[config.mk]
export PLATFORM = sky130hd
export DESIGN_NAME = axis_packetizer
export DESIGN_NICKNAME = d
export VERILOG_FILES = /design/src/rtl/axis_pkg.sv /design/src/rtl/axis_skid_buf.sv /design/src/rtl/axis_packetizer.sv
export SDC_FILE = /design/constraint.sdc
export NUM_CORES = 1
export LEC_CHECK = 0
export BUFFER_PORTS_ARGS = -buffer_cell sky130_fd_sc_hd__buf_2
export CAP_MARGIN = 20
export CORE_ASPECT_RATIO = 0.5
export CORE_MARGIN = 10
export CORE_UTILIZATION = 55
export DETAILED_ROUTE_END_ITERATION = 16
export GPL_TIMING_DRIVEN = 0
export PLACE_DENSITY = 0.78
export SLEW_MARGIN = 20
export SYNTH_ARGS = -nofsm -noshare
export SYNTH_HDL_FRONTEND = slang
export SYNTH_SLANG_ARGS = --single-unit
[constraint.sdc]
create_clock -name clk -period 8.05 [get_ports clk]
set_input_delay 0.4025 -clock clk [delete_from_list [all_inputs] [get_ports clk]]
set_output_delay 0.4025 -clock clk [all_outputs]
set_load 0.01 [all_outputs]
[src/rtl/axis_pkg.sv]
// axis_pkg: shared AXI-Stream sample type, framer states and packet sizing helper
package axis_pkg;
   typedef logic signed [15:0] sample_t;
   typedef enum logic {IDLE, RUN} pkt_state_e;
   function automatic int pack_beats(input int max_pack_size, input int bus_num);
      return max_pack_size / bus_num;
   endfunction
endpackage

[src/rtl/axis_skid_buf.sv]
// axis_skid_buf: 2-entry fully registered AXIS slice with registered in_ready
module axis_skid_buf #(
   parameter int W = 8
) (
   input  logic         clk,
   input  logic         rst_n,
   input  logic         in_valid,
   output logic         in_ready,
   input  logic [W-1:0] in_data,
   output logic         out_valid,
   input  logic         out_ready,
   output logic [W-1:0] out_data
);
   logic         main_v_q, main_v_d, skid_v_q, skid_v_d, ready_q, ready_d;
   logic [W-1:0] main_q, main_d, skid_q, skid_d;
   logic         fire, pop;
   always_comb begin
      fire     = in_valid && ready_q;
      pop      = main_v_q && out_ready;
      main_v_d = main_v_q;
      main_d   = main_q;
      skid_v_d = skid_v_q;
      skid_d   = skid_q;
      if (!main_v_q || pop) begin
         main_v_d = skid_v_q || fire;
         main_d   = skid_v_q ? skid_q : fire ? in_data : main_q;
         skid_v_d = skid_v_q && fire;
         skid_d   = (skid_v_q && fire) ? in_data : skid_q;
      end else if (fire) begin
         skid_v_d = 1'b1;
         skid_d   = in_data;
      end
      ready_d = !skid_v_d;
   end
   always_ff @(posedge clk or negedge rst_n) begin
      if (!rst_n) begin
         main_v_q <= 1'b0;
         skid_v_q <= 1'b0;
         ready_q  <= 1'b0;
         main_q   <= '0;
         skid_q   <= '0;
      end else begin
         main_v_q <= main_v_d;
         skid_v_q <= skid_v_d;
         ready_q  <= ready_d;
         main_q   <= main_d;
         skid_q   <= skid_d;
      end
   end
   assign in_ready  = ready_q;
   assign out_valid = main_v_q;
   assign out_data  = main_q;
endmodule

[src/rtl/axis_packetizer.sv]
// axis_packetizer: frames a multi-lane sample stream into packets with SOP (tuser) and EOP (tlast)
module axis_packetizer
   import axis_pkg::*;
#(
   parameter int MAX_PACK_SIZE = 8192,
   parameter int BUS_NUM       = 2,
   parameter int LEN_W         = $clog2(pack_beats(MAX_PACK_SIZE, BUS_NUM)) + 1,
   parameter int PKT_CNT_W     = 16
) (
   input  logic                     clk,
   input  logic                     rst_n,
   input  logic                     en,
   input  logic [LEN_W-1:0]         cfg_len,
   input  logic                     in_tvalid,
   output logic                     in_tready,
   input  sample_t [BUS_NUM-1:0]    in_tdata,
   output logic                     out_tvalid,
   input  logic                     out_tready,
   output sample_t [BUS_NUM-1:0]    out_tdata,
   output logic                     out_tlast,
   output logic                     out_tuser,
   output logic                     busy,
   output logic [PKT_CNT_W-1:0]     pkt_cnt
);
   localparam logic [LEN_W-1:0] MAX_LEN = LEN_W'(pack_beats(MAX_PACK_SIZE, BUS_NUM));
   localparam int               PW      = BUS_NUM * $bits(sample_t) + 2;
   pkt_state_e           state_q, state_d;
   logic [LEN_W-1:0]     cnt_q, cnt_d, len_q, len_d, eff_len, cur_len, idx;
   logic [PKT_CNT_W-1:0] pkt_cnt_q, pkt_cnt_d;
   logic                 gate, sb_ready, accept, first, last;
   logic [PW-1:0]        sb_out;
   // An open packet always runs to completion; en only gates the start of a new one
   always_comb begin
      eff_len   = (cfg_len == '0 || cfg_len > MAX_LEN) ? MAX_LEN : cfg_len;
      gate      = state_q == RUN || en;
      accept    = in_tvalid && sb_ready && gate;
      cur_len   = state_q == RUN ? len_q : eff_len;
      idx       = state_q == RUN ? cnt_q : '0;
      first     = idx == '0;
      last      = idx == cur_len - LEN_W'(1);
      state_d   = state_q;
      cnt_d     = cnt_q;
      len_d     = len_q;
      pkt_cnt_d = pkt_cnt_q;
      if (accept) begin
         state_d   = last ? IDLE : RUN;
         cnt_d     = last ? '0 : idx + LEN_W'(1);
         len_d     = cur_len;
         pkt_cnt_d = last ? pkt_cnt_q + PKT_CNT_W'(1) : pkt_cnt_q;
      end
   end
   always_ff @(posedge clk or negedge rst_n) begin
      if (!rst_n) begin
         state_q   <= IDLE;
         cnt_q     <= '0;
         len_q     <= '0;
         pkt_cnt_q <= '0;
      end else begin
         state_q   <= state_d;
         cnt_q     <= cnt_d;
         len_q     <= len_d;
         pkt_cnt_q <= pkt_cnt_d;
      end
   end
   axis_skid_buf #(.W(PW)) u_skid (
      .clk       (clk),
      .rst_n     (rst_n),
      .in_valid  (in_tvalid && gate),
      .in_ready  (sb_ready),
      .in_data   ({first, last, in_tdata}),
      .out_valid (out_tvalid),
      .out_ready (out_tready),
      .out_data  (sb_out)
   );
   assign {out_tuser, out_tlast, out_tdata} = sb_out;
   assign in_tready = sb_ready && gate;
   assign busy      = state_q == RUN;
   assign pkt_cnt   = pkt_cnt_q;
endmodule

==> results by stage <==
Route:
- The routed design has 14800 um of wire.
- The post-detailed-route via-to-cell ratio is 5.70.
- The length of the first detailed-routing pass in iterations is 5.
- Dividing the detail-routed wire length by the instance count gives roughly 18 um.
- The iteration-0 DRC count of the detailed router is 216.
- The detail route stage leaves a number of antenna-violating nets equal to 0.
- The via count is roughly 4700.
- The number of design rule violations left after detail routing is 0.

Hold path:
- In this run the most critical hold path is launched from in_tdata[12].
- Along the worst hold path, the cell count comes to 2.
- The worst hold path terminates at u_skid.skid_q[12].
- In this run the worst hold path is classified as in2reg.

Clock tree:
- The number of sinks handled by clock tree synthesis is 114.
- The number of buffers on the longest clock path is 2.
- Clock latency on the worst-skew pair, taken at its later pin, is 0.42 ns.
- The total number of H-tree levels is 4.
- The root buffer cell chosen for the clock tree is clkbuf_16.
- The clock slew at the register clock pins of the worst setup and hold paths is approximately 0.060 ns.
- TritonCTS built the clock tree.
- Clock tree synthesis inserted a total of 17 buffers.

Setup path:
- The internal reg-to-reg setup slack is 4.08 ns.
- The family of cells with the greatest summed delay on the critical path is buffers and inverters.
- The critical path startpoint category is a register.
- The cell occurring most often along the worst timing path is buf_2.
- For the worst setup path, the data arrival time is 4.26 ns.
- Counting both buffers and inverters, the worst setup path holds a total of 6.
- The sort of element at the end of the critical path is a register.
- The slowest stage of the critical path is the or4_1 cell.
- In this run the critical register-to-register path is captured at cnt_q[8].
- The number of cell instances on the worst register-to-register path is 15.
- The highest fanout seen on the critical path is 10.
- In this run the critical register-to-register path is launched from busy.
- The critical path is of the reg2reg type.
- The maximum single-stage delay on the critical path is 0.56 ns.
- For the worst setup path, the data required time is around 8.3 ns.
- The critical path goes through buf_4, buf_2, buf_2, buf_2, a22oi_1, ha_1, nand3_1, or4_1, o21ai_1, nand4_1, nor4_2, buf_4, buf_6, a2bb2oi_1, o21ai_1.

STA:
- After layout, the worst setup slack is ~4.1 ns.
- Clock skew on the completed layout was measured at 0.0136 ns.
- Static timing analysis puts the maximum clock frequency at about 250 MHz.
- At the pin with the least slew margin, the transition time is 0.766 ns.
- After routing, the total negative slack on setup checks comes to 0 ns.
- Hold timing on the final database bottoms out at a slack of 0.227 ns.
- Setup repair after global routing left no endpoint under its margin.
- The number of slew-limit violations in the final report is 0.
- The setup-violating endpoint count in the final report is 0.
- The post-route fraction of the period consumed by the critical path is 49.3%.
- The worst-case headroom to the max-slew limit is 48.9%.
- The final hold violation count is 0.
- The smallest clock period supported by the final layout is computed as 3.97 ns.

Yosys:
- After synthesis, the cell types taking the most area are dfrtp_1 (50%), mux2_2 (7.6%), mux2i_1 (6.1%), o21ai_0 (5.1%), nand2_1 (4.6%).
- The average cell area after synthesis is 10.4 um2.
- The number of nets in the synthesized netlist is 606.
- The largest total area in the synthesized netlist belongs to dfrtp_1.
- The share of async-settable or async-resettable flops after synthesis is between 90% and 100%.
- Yosys mapped a number of flops with a built-in enable equal to 0.
- Synthesis produced a netlist whose cell count is 552.
- The synthesis-stage register bit count is approximately 110.
- Summing the sequential cell areas from Yosys gives 49.6% of the chip area.
- The most used flip-flop cell after synthesis is dfrtp_1.
- The number of distinct library cell variants in the gate-level netlist after synthesis is 55.
- The Yosys step of the flow raised 0 warnings.
- The share of synthesized area in the top cell type comes to 49.6%.
- The area of the mapped netlist is 0.00575 mm2.

Floorplan:
- In this run the standard cell core region covers 0.0102 mm2.
- The die covers 0.0152 mm2.
- The die is about 160 um wide.
- The top-level port count is 103.
- Measured along the y axis, the die boundary spans 92.3 um.
- Row generation in the floorplan step produced 26 rows.
- The starting density of the core is 56.3%.

Cells and area:
- The number of antenna repair diodes is 0.
- The area growth from synthesis to final layout is 23.2%.
- The filler cell count in the final layout is between 800 and 900.
- The post-route standard cell area excluding fillers is slightly above 0.007 mm2.
- The number of non-filler instances in the completed layout is between 800 and 900.
- The count of nets after finishing is 728.
- Of the cells placed in the final design, the portion with a size suffix greater than 1 is about 28%.

Flow run:
- The total of max-cap violations is 0.

Placement:
- During placement, the flow inserted port buffers numbering 101.
- After legalization and detailed placement, the total HPWL measured 10400 um.
- The post-placement setup slack is 4.16 ns.
- Counting tap cells, the placed design contains a total of between 700 and 800 instances.
- The routability congestion estimate is 0.937.
- The area of placed instances is 0.00646 mm2.

Power:
- The worst vdd rail ir drop is 0.194 mV.
- The static power due to leakage is 3.30 nW.
- The power density over cell area is 356 mW/mm2.

Global routing:
- The first-pass GRT wire length is 25000 um.
- Global routing used 20.2% of the available tracks across all layers.
- The total grt overflow is 0.
- The number of global-route vias before repair is about 4900.
- Entering global routing, the biggest net connects 74 pins.
- The initial antenna violation count is 0.

Outcome:
- The flow ran to the end, and the final reports show no timing, DRC or antenna violations.
per-stage QoR:
step	power (mW)	util, %
after global placement	1.71	62.9
after global routing	2.69	69.3
after floorplan	1.47	-
after detailed placement	1.75	63.3
after CTS	2.54	69.3
final	2.52	69.3
timing repair:
item,in CTS,in global routing
hold buffers,1,0
hold endpoints to repair,41,0
resized for setup,0,0
buffers inserted,0,0
flip-flops by register name (all words and copies together), names as in the netlist:
signal	cells
pkt_cnt	16
u_skid.skid_v_q	1
cnt_q	13
busy	1
u_skid.skid_q	34
len_q	13
u_skid.out_valid	1
u_skid.in_ready	1
u_skid.out_data	34
layout by cell type, fill, tap and decap left out, drive strengths merged, types with 12 or more instances in the layout:
cell    Yosys  routed
dfrtp     114     114
buf        11     113
nand2      72      72
o21ai      65      65
clkbuf     24      42
mux2       40      40
mux2i      35      35
xnor2      24      24
nor2       17      17
nand3      15      15
and3       12      12
inv         8      12
worst max-delay path by stage:
stage,start,cells after the start,end
final,busy,15,cnt_q[8]
after floorplan,busy,14,pkt_cnt[1]
after global placement,busy,14,pkt_cnt[1]
after global routing,busy,15,pkt_cnt[11]
after detailed placement,busy,14,pkt_cnt[1]
after CTS,busy,15,pkt_cnt[2]
layer usage:
layer | wire [um] | vias up | GRT usage, % | part of all wire, %
met1 | 6300 | 2337 | 24.9 | 43
met4 | 230 | 0 | 8.50 | 1.6
met5 | 0 | - | 0 | 0
li1 | - | 2217 | - | -
met2 | 7480 | 135 | 33.7 | 51
met3 | 762 | 25 | 4.59 | 5.2
power breakdown:
group	internal, mW	switching, mW
logic	0.373	0.459
registers	0.782	0.129
clock network	0.490	0.288
synthesized netlist by cell type (6+ instances only):
master and n:
clkbuf_1 24, xor2_1 10, nor3_1 8, xnor2_1 24
nor2_1 16, nand2b_1 6, mux2i_1 35, mux2_2 39
inv_1 8, nand4_1 10, and3_1 12, nand3_1 15
dfrtp_1 114, o21ai_0 59, nor4_1 8, nand2_1 71
a21oi_1 10
final cells by class:
| class | count | area (um2) | share of cell area, % |
|---|---|---|---|
| tap | 140 | 175 | 2.47 |
| inverter | 8 | 30.0 | 0.424 |
| buffer | 35 | 171 | 2.42 |
| multi-input combinational | 395 | 2700 | 38.1 |
| timing repair buffer | 103 | 549 | 7.76 |
| clock buffer | 18 | 429 | 6.06 |
| sequential | 114 | 2850 | 40.3 |
| clock inverter | 14 | 178 | 2.51 |
logic make-up after synthesis:
group                    Yosys count  synth area share [%]
AO/OA/AOI/OAI                    111                  12.0
XOR/XNOR                          34                  5.18
adder cells (fa/ha/maj)            5                  1.04
buffers and inverters             43                  3.50
flip-flops                       114                  49.6
multiplexers                      75                  14.0
AND/OR/NAND/NOR                  170                  14.6
(Power assumes the default switching activity.)
